[config.mk]
export PLATFORM = sky130hd
export DESIGN_NAME = calc_seq_ctrl
export DESIGN_NICKNAME = d
export VERILOG_FILES = /design/src/rtl/calc_pkg.sv /design/src/rtl/calc_key_classify.sv /design/src/rtl/calc_seq_ctrl.sv
export SDC_FILE = /design/constraint.sdc
export NUM_CORES = 1
export LEC_CHECK = 0
export CAP_MARGIN = 20
export CORE_ASPECT_RATIO = 0.6
export CORE_MARGIN = 4
export CORE_UTILIZATION = 54
export CTS_BUF_LIST = sky130_fd_sc_hd__clkbuf_8
export DETAILED_ROUTE_END_ITERATION = 10
export GPL_TIMING_DRIVEN = 1
export PLACE_DENSITY = 0.87
export SLEW_MARGIN = 30
export SYNTH_ARGS = -nofsm -noshare
export SYNTH_HDL_FRONTEND = slang
export SYNTH_SLANG_ARGS = --single-unit
[constraint.sdc]
create_clock -name press_clk -period 6.13 [get_ports press_clk]
set_input_delay 1.5325 -clock press_clk [delete_from_list [all_inputs] [get_ports press_clk]]
set_output_delay 1.5325 -clock press_clk [all_outputs]
set_load 0.01 [all_outputs]
[src/rtl/calc_pkg.sv]
// Shared definitions for the keypad calculator: key codes, controller states
// and the entry-progress codes exported to the display path.
package calc_pkg;

   localparam logic [7:0] KEY_DIG_MAX = 8'h09;
   localparam logic [7:0] OP_ADD      = 8'hF0;
   localparam logic [7:0] OP_SUB      = 8'hF1;
   localparam logic [7:0] OP_MUL      = 8'hF2;
   localparam logic [7:0] OP_DIV      = 8'hF3;
   localparam logic [7:0] KEY_EQU     = 8'hE0;
   localparam logic [7:0] KEY_CLR     = 8'hE1;

   localparam int unsigned WD_W = 4;

   typedef enum logic [8:0] {
      ST_IDLE   = 9'b0_0000_0001,
      ST_A1     = 9'b0_0000_0010,
      ST_A0     = 9'b0_0000_0100,
      ST_OP     = 9'b0_0000_1000,
      ST_B1     = 9'b0_0001_0000,
      ST_B0     = 9'b0_0010_0000,
      ST_CALC   = 9'b0_0100_0000,
      ST_RESULT = 9'b0_1000_0000,
      ST_ERR    = 9'b1_0000_0000
   } state_e;

   localparam logic [2:0] STG_IDLE   = 3'd0;
   localparam logic [2:0] STG_A1     = 3'd1;
   localparam logic [2:0] STG_A0     = 3'd2;
   localparam logic [2:0] STG_OPB1   = 3'd3;
   localparam logic [2:0] STG_B0     = 3'd4;
   localparam logic [2:0] STG_RESULT = 3'd5;
   localparam logic [2:0] STG_ERROR  = 3'd6;

   // CALC keeps the "entry complete" code so the display does not flicker
   // while the datapath works.
   function automatic logic [2:0] stage_of(state_e s);
      logic [2:0] stg;
      stg = STG_IDLE;
      case (s)
         ST_A1:          stg = STG_A1;
         ST_A0:          stg = STG_A0;
         ST_OP, ST_B1:   stg = STG_OPB1;
         ST_B0, ST_CALC: stg = STG_B0;
         ST_RESULT:      stg = STG_RESULT;
         ST_ERR:         stg = STG_ERROR;
         default:        stg = STG_IDLE;
      endcase
      return stg;
   endfunction

endpackage

[src/rtl/calc_key_classify.sv]
// Combinational key decoder shared by the sequencing controller and the
// display path.
module calc_key_classify
   import calc_pkg::*;
(
   input  logic [7:0] key_code,
   output logic       is_digit,
   output logic       is_op,
   output logic       is_equ,
   output logic       is_clr
);

   assign is_digit = (key_code <= KEY_DIG_MAX);
   assign is_op    = (key_code >= OP_ADD) && (key_code <= OP_DIV);
   assign is_equ   = (key_code == KEY_EQU);
   assign is_clr   = (key_code == KEY_CLR);

endmodule

[src/rtl/calc_seq_ctrl.sv]
// Keypad calculator sequencer: assembles two 2-digit operands and an operator,
// launches the calculation unit under a watchdog and captures its result.
module calc_seq_ctrl
   import calc_pkg::*;
#(
   parameter int unsigned TIMEOUT = 12
) (
   input  logic        press_clk,
   input  logic        rst,
   input  logic        key_valid,
   input  logic [7:0]  key_code,
   input  logic        calc_done,
   input  logic [13:0] calc_result,
   input  logic        calc_err,
   output logic [7:0]  a1,
   output logic [7:0]  a0,
   output logic [7:0]  b1,
   output logic [7:0]  b0,
   output logic [7:0]  op,
   output logic        calc_start,
   output logic        calc_abort,
   output logic [13:0] result,
   output logic        result_valid,
   output logic        error,
   output logic        busy,
   output logic [2:0]  stage
);

   localparam logic [WD_W-1:0] WD_LIMIT = WD_W'(TIMEOUT);
   localparam logic [WD_W-1:0] WD_WARN  = WD_W'(TIMEOUT - 1);
   localparam logic [WD_W-1:0] WD_SAT   = '1;

   logic is_digit, is_op, is_equ, is_clr;

   calc_key_classify u_classify (
      .key_code (key_code),
      .is_digit (is_digit),
      .is_op    (is_op),
      .is_equ   (is_equ),
      .is_clr   (is_clr)
   );

   wire key_dig = key_valid & is_digit;
   wire key_op  = key_valid & is_op;
   wire key_equ = key_valid & is_equ;
   wire key_clr = key_valid & is_clr;

   state_e            state_q, state_d;
   logic [7:0]        a1_q, a1_d, a0_q, a0_d, b1_q, b1_d, b0_q, b0_d, op_q, op_d;
   logic [13:0]       result_q, result_d;
   logic [WD_W-1:0]   wd_q, wd_d;
   logic              start_q, start_d, abort_q, abort_d;
   logic              rvalid_q, rvalid_d, error_q, error_d, busy_q, busy_d;
   logic [2:0]        stage_q, stage_d;

   always_comb begin
      // NOTE: every _d starts from its hold value so no branch can infer a latch.
      state_d  = state_q;
      a1_d     = a1_q;
      a0_d     = a0_q;
      b1_d     = b1_q;
      b0_d     = b0_q;
      op_d     = op_q;
      result_d = result_q;
      wd_d     = wd_q;
      start_d  = 1'b0;
      abort_d  = 1'b0;

      if (key_clr) begin
         state_d  = ST_IDLE;
         a1_d     = '0;
         a0_d     = '0;
         b1_d     = '0;
         b0_d     = '0;
         op_d     = '0;
         result_d = '0;
         abort_d  = (state_q == ST_CALC);
      end else begin
         unique case (state_q)
            ST_IDLE, ST_RESULT, ST_ERR: begin
               if (key_dig) begin
                  a1_d    = key_code;
                  a0_d    = '0;
                  state_d = ST_A1;
               end
            end
            ST_A1: begin
               if (key_dig) begin
                  a0_d    = key_code;
                  state_d = ST_A0;
               end else if (key_op) begin
                  a0_d    = a1_q;
                  a1_d    = '0;
                  op_d    = key_code;
                  state_d = ST_OP;
               end
            end
            ST_A0: begin
               if (key_op) begin
                  op_d    = key_code;
                  state_d = ST_OP;
               end
            end
            ST_OP: begin
               if (key_dig) begin
                  b1_d    = key_code;
                  b0_d    = '0;
                  state_d = ST_B1;
               end else if (key_op) begin
                  op_d = key_code;
               end
            end
            ST_B1: begin
               if (key_dig) begin
                  b0_d    = key_code;
                  state_d = ST_B0;
               end else if (key_equ) begin
                  b0_d    = b1_q;
                  b1_d    = '0;
                  state_d = ST_CALC;
                  start_d = 1'b1;
                  wd_d    = '0;
               end
            end
            ST_B0: begin
               if (key_equ) begin
                  state_d = ST_CALC;
                  start_d = 1'b1;
                  wd_d    = '0;
               end
            end
            ST_CALC: begin
               if (wd_q != WD_SAT) wd_d = wd_q + 1'b1;
               // A done in the launch cycle belongs to a stale operation.
               if (calc_done && !start_q) begin
                  if (calc_err) begin
                     state_d = ST_ERR;
                  end else begin
                     result_d = calc_result;
                     state_d  = ST_RESULT;
                  end
               end else if (wd_q >= WD_LIMIT) begin
                  state_d = ST_ERR;
               end else if (wd_q == WD_WARN) begin
                  abort_d = 1'b1;
               end
            end
            default: state_d = ST_IDLE;
         endcase
      end

      rvalid_d = (state_d == ST_RESULT);
      error_d  = (state_d == ST_ERR);
      busy_d   = (state_d == ST_CALC);
      stage_d  = stage_of(state_d);
   end

   // NOTE: non-blocking only here, so every flop samples pre-edge values.
   always_ff @(posedge press_clk or posedge rst) begin
      if (rst) begin
         state_q  <= ST_IDLE;
         a1_q     <= '0;
         a0_q     <= '0;
         b1_q     <= '0;
         b0_q     <= '0;
         op_q     <= '0;
         result_q <= '0;
         wd_q     <= '0;
         start_q  <= 1'b0;
         abort_q  <= 1'b0;
         rvalid_q <= 1'b0;
         error_q  <= 1'b0;
         busy_q   <= 1'b0;
         stage_q  <= STG_IDLE;
      end else begin
         state_q  <= state_d;
         a1_q     <= a1_d;
         a0_q     <= a0_d;
         b1_q     <= b1_d;
         b0_q     <= b0_d;
         op_q     <= op_d;
         result_q <= result_d;
         wd_q     <= wd_d;
         start_q  <= start_d;
         abort_q  <= abort_d;
         rvalid_q <= rvalid_d;
         error_q  <= error_d;
         busy_q   <= busy_d;
         stage_q  <= stage_d;
      end
   end

   assign a1           = a1_q;
   assign a0           = a0_q;
   assign b1           = b1_q;
   assign b0           = b0_q;
   assign op           = op_q;
   assign result       = result_q;
   assign calc_start   = start_q;
   assign calc_abort   = abort_q;
   assign result_valid = rvalid_q;
   assign error        = error_q;
   assign busy         = busy_q;
   assign stage        = stage_q;

endmodule

Word level (Yosys, flattened, before mapping)
Index checks and enable logic that the tools add are counted.

cells by class
  $add $sub $neg = 1
  order comparisons = 4
  equal/unequal tests = 33
  multiplexer cells = 51
  bitwise gates (word level) = 5
  reduce and logical (&&, ||, !) cells = 20

operator list
  operator                                                                count
  8-bit two-way mux                                                       17
  9-bit two-way mux                                                       10
  8-bit case mux with 2 select lines                                      5
  9-bit case mux with 7 select lines                                      1
  14-bit two-way mux                                                      4
  9-bit by 2-bit equality test with 1-bit output (second input constant)  2
  9-bit by 3-bit equality test with 1-bit output (second input constant)  2
  9-bit by 4-bit equality test with 1-bit output (second input constant)  2
  9-bit by 5-bit equality test with 1-bit output (second input constant)  2
  9-bit by 6-bit equality test with 1-bit output (second input constant)  2
  9-bit by 7-bit equality test with 1-bit output (second input constant)  2
  9-bit by 8-bit equality test with 1-bit output (second input constant)  2
  9-bit equality test (second input constant)                             2
  3-bit inequality test (second input constant)                           6
  3-bit case mux with 6 select lines                                      1
  8-bit equality test (second input constant)                             2
  4-bit two-way mux                                                       3
  4-bit inequality test (second input constant)                           3
  4-bit case mux with 3 select lines                                      1
  4-bit AND reduction                                                     3
  3-bit nonzero test                                                      4
  9-bit by 1-bit equality test with 1-bit output (second input constant)  1
  3-bit AND reduction                                                     3
  8-bit >= comparator (second input constant)                             1
  18 further kinds                                                        33

word-level totals
  flip-flop bits (word level) = 75
  input port bits = 27
  word-level logic and storage cells = 128

Longest topological paths before layout
  depth after elaboration = 10
  depth in mapped cells = 9

Cells and area by module
A second synthesis with hierarchy kept.

unflattened totals
  cell total of the unflattened synthesis = 360
  area total of the unflattened synthesis = 3718.6 sq um

modules (own cells, without submodules)
  module             instances  cells an instance  area an instance (sq um)  seq. area each (sq um)
  calc_seq_ctrl      1          350                3649.8                    1878.1
  calc_key_classify  1          10                 68.8                      0.0

Worst setup path after synthesis
OpenSTA, ideal clock, no wires.

  path kind = input -> register
  from = input key_code[7]
  to = register stage_q[0] (netlist: stage[0])
  arrival time = 2834 ps
  required time = 5977 ps
  setup slack = 3143 ps
  stages = 6
  buffers on the path = 1
  cell sequence = nor4_1 -> and3_1 -> clkbuf_1 -> o31ai_1 -> a41oi_1 -> o311ai_0

on the way
  word-level cells in the longest chain between the ends = 10

RTL lines
  what                                                                          line                                      text
  from (decl)                                                                   calc_seq_ctrl.sv:11                       input logic [7:0] key_code,
  8-bit >= comparator or 8-bit <= comparator (tied branches)                    calc_key_classify.sv:14                   assign is_op = (key_code >= OP_ADD) && (key_code <= OP_DIV);
  1-bit logical AND                                                             calc_key_classify.sv:14
  1-bit AND                                                                     calc_seq_ctrl.sv:44                       wire key_op = key_valid & is_op;
  9-bit two-way mux                                                             calc_seq_ctrl.sv:91, calc_seq_ctrl.sv:99
  9-bit two-way mux                                                             calc_seq_ctrl.sv:88                       if (key_dig) begin
  9-bit case mux with 7 select lines                                            calc_seq_ctrl.sv:79                       unique case (state_q)
  9-bit two-way mux (*)                                                         calc_seq_ctrl.sv:69                       if (key_clr) begin
  9-bit by 7-bit equality test with 1-bit output, or another cell as far along  calc_pkg.sv:40                            case (s)
  2-bit OR reduction                                                            calc_pkg.sv:40
  3-bit case mux with 6 select lines (*)                                        calc_pkg.sv:40
  via stage_d[0]                                                                calc_seq_ctrl.sv:54                       logic [2:0] stage_q, stage_d;
  to (signal assigned)                                                          calc_seq_ctrl.sv:189                      stage_q <= stage_d;
  to (decl)                                                                     calc_seq_ctrl.sv:54

Mark *: on every way through the listed nets, which the timed path passes. The rest lies on a longest branch.
A chain may end at the register's enable or synchronous reset.

Worst setup path after layout
  from = input key_code[6]
  to = register stage_q[1] (netlist: stage[1])

on the way
  word-level cells in the longest chain between the ends = 10

RTL lines
  what                                                                          line                                      text
  8-bit >= comparator or 8-bit <= comparator (tied branches)                    calc_key_classify.sv:14
  1-bit logical AND                                                             calc_key_classify.sv:14
  1-bit AND                                                                     calc_seq_ctrl.sv:44
  9-bit two-way mux                                                             calc_seq_ctrl.sv:91, calc_seq_ctrl.sv:99
  9-bit two-way mux                                                             calc_seq_ctrl.sv:88
  9-bit case mux with 7 select lines                                            calc_seq_ctrl.sv:79
  9-bit two-way mux (*)                                                         calc_seq_ctrl.sv:69
  via state_d[2]                                                                calc_seq_ctrl.sv:48                       state_e state_q, state_d;
  9-bit by 7-bit equality test with 1-bit output, or another cell as far along  calc_pkg.sv:40
  2-bit OR reduction                                                            calc_pkg.sv:40
  3-bit case mux with 6 select lines (*)                                        calc_pkg.sv:40
  via stage_d[1]                                                                calc_seq_ctrl.sv:54

Marks and branches as above.

==> results.py <==
metrics = {
    "floorplanning": {
        "die_y_um": 69.71,
        "fp.dieW_um": 110.8,
        "rows": 22,
        "ios": 89,
        "dieArea_mm2": 0.007726,
        "core_area_mm2": 0.006138,
        "start_util_pct": 55.83,
    },
    "finish": {
        "final-seq-area_mm2": 0.001878,
        "num_antenna_cells": 0,
        "fin_util_pct": 74.19,
        "nets": 468,
        "drive_gt1_share_pct": 6.292,
        "layout_commonest_cell": "clkdlybuf4s50_1",
        "nFillCells": 437,
        "multi_input_area_mm2": 0.001428,
        "synthToLayoutAreaGrowth_pct": 32.90,
        "final_cell_mix": "88 x clkdlybuf4s50_1, 74 x dfrtp_1, 70 x nand2_1, 23 x a21oi_1, 22 x nor2_1",
        "finalNonFillerCells": 529,
    },
    "timing": {
        "finalSetupViolations": 0,
        "slew_headroom_pct": 42.93,
        "worstMarginPinSlew_ps": 856.1,
        "drv_slew": 0,
        "rsz0062_at_grt": "false",
        "fmax_ghz": 0.2651,
        "whs_ps": 488.0,
        "setup_tns_ps": 0,
        "skew_ps": 11.59,
        "fin_crit_ps": 3772,
        "finalHoldViolCount": 0,
        "finalCritPeriodShare_pct": 61.53,
    },
    "yosys": {
        "synthFlopType": "dfrtp_1",
        "ys_ff_latch": 75,
        "seq_area_frac_synth_pct": 54.80,
        "synth_cells": 355,
        "synth_cell_types": 51,
        "synthesis.area_mm2": 0.003427,
        "yosys_warnings": 0,
        "netlist.area_leader.share_pct": 54.03,
        "synth_area_leaders": "dfrtp_1 54%, nand2_1 7.7%, a21oi_1 3.4%",
        "syn_area_per_cell_um2": 9.654,
        "async_flop_share_pct": 100.0,
        "synth_top_area_cell": "dfrtp_1",
        "synth_edf_count": 0,
        "synth_nets": 383,
    },
    "clock_tree": {
        "hold_buffers": 0,
        "cts_setup_buffers": 0,
        "cts_tree": "done",
        "clk_pin_slew_ps": 80,
        "cts-root-buf": "clkbuf_8",
        "cts_sinks": 75,
        "h-tree-depth": 3,
        "cts_resized": 0,
        "cts_buffers": 9,
        "clock_latency_ps": 350,
        "cts_buffer_depth": 2,
    },
    "placed_design": {
        "portBuffers": 88,
        "dp_hpwl_um": 6576,
        "gp_routability_congestion": 0.9548,
        "dp_cells": 513,
    },
    "drt": {
        "first_iter_violations": 385,
        "wl_per_cell_um": 17.18,
        "vias": 3142,
        "first_pass_iters": 6,
        "ant_nets": 0,
        "via_per_inst": 5.940,
        "drc": 0,
        "wirelength_um": 9090,
    },
    "global_route": {
        "grt-ovfl-total": 0,
        "grt_pass1_wl_um": 14920,
        "grtUsageMet1_pct": 35.00,
        "gr-max-usage-layer": "met1",
        "grt_max_degree": 76,
        "grt_use_met2_pct": 33.60,
        "use_met3_pct": 8.806,
        "grt_pass1_vias": 2923,
        "grt_use_total_pct": 23.92,
        "antenna_found_initial": 0,
    },
    "setup_path": {
        "crit-reg2reg-launch": "state_q[1]$_DFF_PP0_",
        "required_ps": 6340,
        "crit_family": "compound AO/OA/AOI/OAI gates",
        "rr_endpoint": "stage[0]$_DFF_PP0_",
        "path_buf_inv": 1,
        "ff2ff_path_depth": 6,
        "worstSetupPathType": "input port to flop",
        "critPathArrivalTime_ps": 3980,
        "crit_path_start_kind": "input port",
        "rrSetupSlack_ps": 3460,
        "crit_slowest_cell": "nand3_1",
        "path_cells": "clkdlybuf4s50_1 > nor4_1 > nand3_1 > a21o_1 > a31oi_1 > a311oi_1 > o21bai_1",
        "cp_max_fo": 16,
        "cp-end-kind": "flop",
        "slowest_delay_ps": 580,
    },
    "power": {
        "power_per_cell_area_mw_per_mm2": 243.6,
        "p_leak_nw": 2.117,
        "peakVddDrop_mv": 0.1573,
    },
    "run": {
        "cap_viol_max_count": 0,
    },
    "worst_hold_path": {
        "min_from": "op[7]$_DFFE_PP0P_",
        "min_path_type": "flop to flop",
        "holdPathStages": 2,
        "holdPathEnd": "op[7]$_DFFE_PP0P_",
    },
    "status": {
        "outcome": "completed",
    },
}
## how the worst max path moves through the flow
stage,start,endpoint,slack [ps],cells past startpoint
finish,key_code[6],stage[1]$_DFF_PP0_,2360,7
global route,key_code[3],stage[0]$_DFF_PP0_,2210,6
CTS,key_code[6],stage[1]$_DFF_PP0_,2460,7
detailed placement,key_code[3],stage[0]$_DFF_PP0_,2120,6
global placement,key_code[3],stage[0]$_DFF_PP0_,2220,6
floorplan,rst,a0[0]$_DFFE_PP0P_,2690,1
## worst register-to-register path: cells and delay by family (launching register included)
kind	cells	cell delay (ps)
AO/OA/AOI/OAI	2	310
flip-flops	1	460
AND/OR/NAND/NOR	4	1780
## metrics by stage
step | total power [W] | instance area [µm²] | setup slack [ps]
floorplan | 0.0006420 | 3427 | 2689
global placement | 0.0007222 | 4348 | 2222
detailed placement | 0.0007256 | 4348 | 2120
CTS | 0.001109 | 4551 | 2460
global route | 0.001155 | 4554 | 2211
finish | 0.001109 | 4554 | 2358
## cell usage after synthesis (2+ instances only)
library cell and number:
a21oi_1 23, a22o_1 4, nand3_1 15, mux2i_1 8, nor2_1 22, o2111ai_1 3
inv_1 11, nand2b_1 4, o21ai_0 12, a31oi_1 2, and2_1 8, and3_1 8
a21o_1 3, buf_2 4, o31ai_1 6, nor2b_1 4, buf_6 2, clkbuf_1 10
a21oi_2 2, o22ai_1 2, nand2_1 70, dfrtp_1 74, or3_1 5, nand4_1 6
nor4_1 3, and4bb_2 2, o2bb2ai_1 4, nor3_1 11, xor2_1 5
## layout make-up
type	count	area share [%]
clock inverters	6	1.429
inverters	11	0.9066
flip-flops and latches	75	41.24
well taps	84	2.308
clock buffers	10	3.022
multi-input cells	253	31.35
repair buffers	90	19.75
## layer usage
metal  share of wire (%)  up-vias  routed length, µm
met5                   0        -                  0
met3                  11       18                989
met4                 1.4        0                131
met2                  43      191               3873
li1                    -     1423                  -
met1                  45     1510               4096
## power by group
group	leakage, nW	internal [W]	switching [W]	total [W]
logic	1.00	0.0000806	0.000104	0.000185
registers	1.01	0.000519	0.0000209	0.000540
clock network	0.108	0.000201	0.000185	0.000385
total	2.12	0.000800	0.000310	0.00111
## logic make-up after synthesis
kind of cell | share of synthesized area, %
buf+inv | 3.542
mux | 2.337
simple gates | 23.91
flops | 54.80
xor+xnor | 1.278
fa+ha+maj | 0.3650
compound gates | 13.76
## registers in the layout (all words and copies together) (netlist names)
register	count
a1	8
b0	8
b1	8
result	14
a0	8
busy	1
state_q	9
stage	3
result_valid	1
op	8
error	1
calc_start	1
wd_q	4
calc_abort	1
No activity file was read; power rests on OpenSTA's default activity.
